`src/rtl/instr_buffer.sv`:
```
`default_nettype none
// ============================================================================
// Module   : instr_buffer
// Brief    : Circular fetch-to-decode instruction queue with show-ahead output.
// Revision : 1.0
// ============================================================================
module instr_buffer #(
    parameter int FETCH_WIDTH  = 2,
    parameter int DECODE_WIDTH = 2,
    parameter int DEPTH        = 16
) (
    input  logic                               clk,
    input  logic                               rst_n,
    input  logic                               flush,
    input  logic [FETCH_WIDTH-1:0]             frontend_valid_i,
    input  logic [FETCH_WIDTH-1:0][31:0]       frontend_pc_i,
    input  logic [FETCH_WIDTH-1:0][31:0]       frontend_instr_i,
    input  logic [FETCH_WIDTH-1:0]             frontend_excp_i,
    output logic                               frontend_stallreq_o,
    input  logic [DECODE_WIDTH-1:0]            backend_accept_i,
    output logic [DECODE_WIDTH-1:0]            backend_valid_o,
    output logic [DECODE_WIDTH-1:0][31:0]      backend_pc_o,
    output logic [DECODE_WIDTH-1:0][31:0]      backend_instr_o,
    output logic [DECODE_WIDTH-1:0]            backend_excp_o,
    output logic [$clog2(DEPTH):0]             count_o
);

    localparam int AW = $clog2(DEPTH);
    localparam int CW = AW + 1;

    typedef struct packed {
        logic [31:0] pc;
        logic [31:0] instr;
        logic        excp;
    } entry_t;

    entry_t          mem_q [DEPTH];
    logic [AW-1:0]   head_q, head_d;
    logic [AW-1:0]   tail_q, tail_d;
    logic [CW-1:0]   count_q, count_d;

    logic [CW-1:0]   w_free;
    logic            w_stall;
    logic            w_push_en;
    logic [CW-1:0]   w_push_cnt;
    logic [CW-1:0]   w_pushed;
    logic [AW-1:0]   w_lane_off [FETCH_WIDTH];
    logic [CW-1:0]   w_pop_cnt;
    logic            w_run;
    logic [AW-1:0]   w_rd_idx [DECODE_WIDTH];

    // Stall looks only at the registered count, so a same-cycle pop never frees space early.
    assign w_free              = CW'(DEPTH) - count_q;
    assign w_stall             = (w_free < CW'(FETCH_WIDTH));
    assign w_push_en           = !w_stall && !flush;
    assign frontend_stallreq_o = w_stall;
    assign count_o             = count_q;

    // Valid lanes are compacted: each lands at tail plus the number of valid lanes below it.
    always_comb begin
        w_push_cnt = '0;
        for (int l = 0; l < FETCH_WIDTH; l++) begin
            w_lane_off[l] = w_push_cnt[AW-1:0];
            w_push_cnt    = w_push_cnt + {{(CW-1){1'b0}}, frontend_valid_i[l]};
        end
        w_pushed = w_push_en ? w_push_cnt : '0;
    end

    always_comb begin
        for (int k = 0; k < DECODE_WIDTH; k++) begin
            w_rd_idx[k]        = head_q + AW'(k);
            backend_pc_o[k]    = mem_q[w_rd_idx[k]].pc;
            backend_instr_o[k] = mem_q[w_rd_idx[k]].instr;
            backend_excp_o[k]  = mem_q[w_rd_idx[k]].excp;
            backend_valid_o[k] = (CW'(k) < count_q) && !flush;
        end
    end

    // Only an unbroken run of accepted slots from slot 0 is consumed.
    always_comb begin
        w_pop_cnt = '0;
        w_run     = 1'b1;
        for (int k = 0; k < DECODE_WIDTH; k++) begin
            w_run     = w_run & backend_accept_i[k] & backend_valid_o[k];
            w_pop_cnt = w_pop_cnt + {{(CW-1){1'b0}}, w_run};
        end
    end

    always_comb begin
        head_d  = head_q + w_pop_cnt[AW-1:0];
        tail_d  = tail_q + w_pushed[AW-1:0];
        count_d = count_q + w_pushed - w_pop_cnt;
    end

    always_ff @(posedge clk or negedge rst_n) begin
        if (!rst_n) begin
            head_q  <= '0;
            tail_q  <= '0;
            count_q <= '0;
        end else if (flush) begin
            head_q  <= '0;
            tail_q  <= '0;
            count_q <= '0;
        end else begin
            head_q  <= head_d;
            tail_q  <= tail_d;
            count_q <= count_d;
        end
    end

    // Payload needs no reset; occupancy is tracked entirely by the pointers.
    always_ff @(posedge clk) begin
        for (int l = 0; l < FETCH_WIDTH; l++) begin
            if (w_push_en && frontend_valid_i[l]) begin
                mem_q[tail_q + w_lane_off[l]] <= '{pc:    frontend_pc_i[l],
                                                   instr: frontend_instr_i[l],
                                                   excp:  frontend_excp_i[l]};
            end
        end
    end

endmodule
`default_nettype wire

```
`config.mk`:
```
export PLATFORM = sky130hd
export DESIGN_NAME = instr_buffer
export DESIGN_NICKNAME = d
export VERILOG_FILES = /design/src/rtl/instr_buffer.sv
export SDC_FILE = /design/constraint.sdc
export NUM_CORES = 2
export LEC_CHECK = 0
export ABC_AREA = 1
export BUFFER_PORTS_ARGS = -buffer_cell sky130_fd_sc_hd__buf_2
export CELL_PAD_IN_SITES_DETAIL_PLACEMENT = 1
export CELL_PAD_IN_SITES_GLOBAL_PLACEMENT = 2
export CORE_MARGIN = 4
export CORE_UTILIZATION = 37
export CTS_CLUSTER_DIAMETER = 150
export DETAILED_ROUTE_END_ITERATION = 12
export PLACE_DENSITY = 0.79
export SYNTH_ARGS = -nofsm -noshare
export SYNTH_HDL_FRONTEND = slang
export SYNTH_SLANG_ARGS = --single-unit
export TNS_END_PERCENT = 100
```
`constraint.sdc`:
```
create_clock -name clk -period 3.99 [get_ports clk]
set_input_delay 1.197 -clock clk [delete_from_list [all_inputs] [get_ports clk]]
set_output_delay 1.197 -clock clk [all_outputs]
set_load 0.02 [all_outputs]
```
**Word level (Yosys, flattened, before mapping)**

Memory sizes are Yosys's and may differ from the RTL's.
Index checks and enable logic that the tools add are counted.

- Word-level logic and storage cells: 34
- Output and inout bits: 138
- Bits in writable memories: 1040
- Input bits: 137
- Register bits: 13
- Memories: 1

- Add/subtract/negate cells: 9
- Reduce and logical (&&, ||, !) cells: 7
- $lt $le $gt $ge: 3
- Multiplexer cells: 8
- Bitwise gates (word level): 3

Memory list:

| name | depth | bits a word | rd ports | clocked after Yosys merged registers in | wr ports | RTL line | source |
|---|---|---|---|---|---|---|---|
| mem_q | 16 | 65 | 2 | 0 | 2 | 37 | `entry_t mem_q [DEPTH];` |

Operators by type and width:

| cell | number |
|---|---|
| $lt A1 B5 Y1 const A | 2 |
| $add A4 B2 Y4 | 2 |
| $mux W4 | 2 |
| $add A5 B2 Y5 | 1 |
| $logic_and A1 B1 Y1 | 5 |
| $lt A5 B2 Y1 const B | 1 |
| $mux W5 | 1 |
| $sub A5 B2 Y5 | 1 |
| $sub A5 B5 Y5 const A | 1 |
| $add A1 B1 Y2 | 2 |
| $add A4 B1 Y4 | 1 |
| $add A4 B1 Y4 const B | 1 |
| $mux W1 | 4 |
| $and A1 B1 Y1 | 3 |
| $logic_not A1 Y1 | 2 |
| $mux W2 | 1 |

**Depth between registers and ports, before layout**

- Depth after elaboration: 8
- Depth in mapped cells: 22
- Depth with buffers taken out: 20

**Least setup slack after synthesis**

No wires, ideal clock.

- Path kind: input to register
- Start point: input frontend_valid_i[0]
- End point: memory mem_q[2][0] (netlist bit), enable pin
- Library setup time: 0.425 ns
- Stages on the path: 10
- Data required time: 3.565 ns
- Arrival: 3.848 ns
- Path slack: -0.283 ns
- Buffers on the path: 1
- Cell sequence: ha_1 ha_1 inv_1 nand2_1 nand2_1 nand3_2 nor2_1 nand4_1 clkbuf_1 nand2_1

RTL lines:

| element | RTL line | source |
|---|---|---|
| start: declaration | 15 | `input logic [FETCH_WIDTH-1:0] frontend_valid_i,` |
| end: declaration | 37 |  |

==> impl_results.md <==
* Fin crit period at 4.20 ns
* Die Wd at 446 µm
* Cts bufs inserted at 135
* First-pass iteration count of the detailed router at 7
* DRT antenna net count at 0
* Failing checks: setup timing
* Synth cell types at 25
* CTS tree: built
* Max Slew Vio Count at 0
* Mapped Avg Cell Area at approximately 7.4 µm²
* Maximum VDD drop at 0.000513 V
* Post-synth EDFFs at about 1000
* Hold WS at 0.307 ns
* Global-route wire length before repair at 526000 µm
* Seq/Total Area, Yosys at 0.445
* Met2 Usage GRT at 0.578
* Clock Skews at about 0.035 ns
* DP Wirelength at between 150000 and 200000 µm
* Clock latency on the worst-skew pair at 0.82 ns
* Total power divided by cell area at 576 nW/µm²
* Mapped Cells at 9576
* # IOs at 275
* Number of max-cap violations at 0
* Worst-path clk slew at 0.06 ns
* CTS H-Tree Depth at 4
* Filler cell count in the final layout at 22321
* Fraction of registers with async set/reset at 0.0123
* Core area at roughly 190000 µm²
* Die footprint at 199000 µm²
* Unrepaired setup endpoints after global routing: yes
* Setup Viol. Count Final at 108
* Total gr overflow at 0
* Initial antenna violation count at 46
* Slew @ Worst Pin at about 1.2 ns
* Syn_nets at 9734
* Final-report hold violation count at 0
* Synthesis-to-layout area growth at 22.7%
* WS Path Type: reg -> out
* Max-slew headroom at 0.210
* CP startpoint kind: flop
* Detailed Route WL at between 300000 and 400000 µm
* Power after layout at ~50 mW
* Average vias per placed instance at 6.47
* Max clock buf depth at 3
* RD Place Congestion at 0.843
* Vias post-DR at roughly 78000
* Most frequent cells in the layout: 3581 x nand2_1, 1072 x nand4_1, 1040 x edfxtp_1
* Die span in y at between 400 and 500 µm
* GR Util All Layers at 0.359
* Most common cell after layout, fill and taps aside: nand2_1
* Cell row count at 160
* Root Driver: clkbuf_16
* Worst path arrival time at 3.00 ns
* #FFs+latches synth at 1053
* Setup ws final at -0.207 ns
* Vias in the first global route at ~75000
* Hold WC Path Type: in -> async
* Worst-path fanout max at 8
* CTS Sinks at around 1100
* Remaining DRCs at 0
* Final period utilization at 1.05
* Share of cells above drive strength 1 at 0.139
* Synth Cell Area at 70900 µm²
* Met1 Track Usage GR at 0.456
* Port buffer count at approximately 270
* Static leakage power at between 30 and 40 nW
* Routed wire per std cell at about 33 µm
* Endpoint class of the critical path: primary output
* M3 GR Usage at 0.0642
* Top FF cell, synth: edfxtp_1
* Status: finished with violations
* Largest net degree at the start of global routing at between 200 and 250
* Yosys warns at 0
* Worst EP required at 2.79 ns
* Starting Density at 0.372
* Max frequency at around 0.24 GHz
* Iter 0 DRT Violations at 9930
* Nets at 9536
* Most used routing layer: met2
[report_power, final]
group / internal, mW / leakage [nW] / total [mW] / switching [mW]
clock network: 7.14 / 2.11 / 12.5 / 5.33
registers: 12.9 / 9.56 / 13.1 / 0.234
logic: 8.50 / 23.4 / 24.5 / 16.0
[worst paths after layout]
kind	slack [ns]	from	end	depth (start not counted)
min reg2reg	0.68	count_o[0]	count_o[0]	3
max reg2reg	0.60	count_o[3]	count_o[4]	17
max	-0.21	head_q[0]	backend_pc_o[36]	9
min in group clk	0.60	flush	count_o[0]	2
min	0.31	rst_n	tail_q[2]	1
max in group asynchronous	3.36	rst_n	head_q[1]	1
[sequential cells by signal (all words and copies together), names as in the netlist]
register,cells
tail_q,4
count_o,5
head_q,4
mem_q,1040
[cell families (layout without fill, tap and decap cells)]
| family | after synthesis | after routing | share of synthesized area |
|---|---|---|---|
| fa+ha+maj | 21 | 21 | 0.00413 |
| flops | 1053 | 1053 | 0.445 |
| other cells | 0 | 35 | 0 |
| buf+inv | 1713 | 1623 | 0.103 |
| simple gates | 5340 | 5340 | 0.331 |
| compound gates | 1447 | 1447 | 0.116 |
| xor+xnor | 2 | 2 | 0.000247 |
[worst max-delay path, cell delays in order (launching register included)]
cell	delay (ns)
dfrtp_4	0.56
ha_4	0.21
xor2_4	0.20
buf_12	0.15
buf_16	0.17
buf_12	0.16
buf_16	0.15
o211ai_1	0.20
nand2_2	0.18
buf_6	0.18
[per-stage QoR]
| step | setup slack [ns] | instances | setup TNS [ns] | utilization | instance area [µm²] |
|---|---|---|---|---|---|
| floorplan | 0.0778 | 9576 | 0 | - | 70900 |
| global placement | -0.00253 | 11462 | -0.00253 | 0.391 | 74400 |
| detailed placement | 0.0598 | 11462 | 0 | 0.391 | 74400 |
| CTS | -0.212 | 11865 | -15.54 | 0.438 | 83300 |
| global route | -0.284 | 12023 | -18.47 | 0.457 | 87000 |
| finish | -0.207 | 12032 | -12.65 | 0.457 | 87000 |
[layout make-up]
| type | count | area, µm² | share of cell area |
|---|---|---|---|
| Sequential cell | 1053 | 31600 | 0.363 |
| Antenna cell | 35 | 87.6 | 0.00101 |
| Tap cell | 2511 | 3140 | 0.0361 |
| Timing Repair Buffer | 819 | 12200 | 0.140 |
| Timing Repair inverter | 3 | 33.8 | 0.000388 |
| Multi-Input combinational cell | 6810 | 33500 | 0.385 |
| Inverter | 556 | 2150 | 0.0247 |
| Clock buffer | 176 | 3710 | 0.0427 |
| Clock inverter | 69 | 597 | 0.00686 |
[per-layer routing]
layer  vias up  part of all wire
met2      4979              0.45
met3      1234              0.11
met4         4             0.064
li1      32626                 -
met5         -          0.000069
met1     38983              0.37
[Yosys cell counts, types with 30 or more instances]
cell type  instances  share of area
nand2_1         3691           0.20
nand4_1         1072          0.095
edfxtp_1        1040           0.44
o21ai_0          787          0.056
inv_1            554          0.029
nand3_1          529          0.037
clkbuf_1         477          0.025
o211ai_1         390          0.041
buf_2            354          0.025
a21oi_1          269          0.019
buf_1            235          0.012
buf_4             61         0.0065
buf_6             30         0.0048
nor2_1            30         0.0016
[timing repair]
item | CTS | global route
pin swaps | 139 | 262
setup buffers | 69 | 48
setup endpoints to repair | 130 | 130
hold buffers | 0 | 0
gates cloned | 89 | 99
gates resized for setup | 399 | 490
No activity file was read; power rests on OpenSTA's default activity.
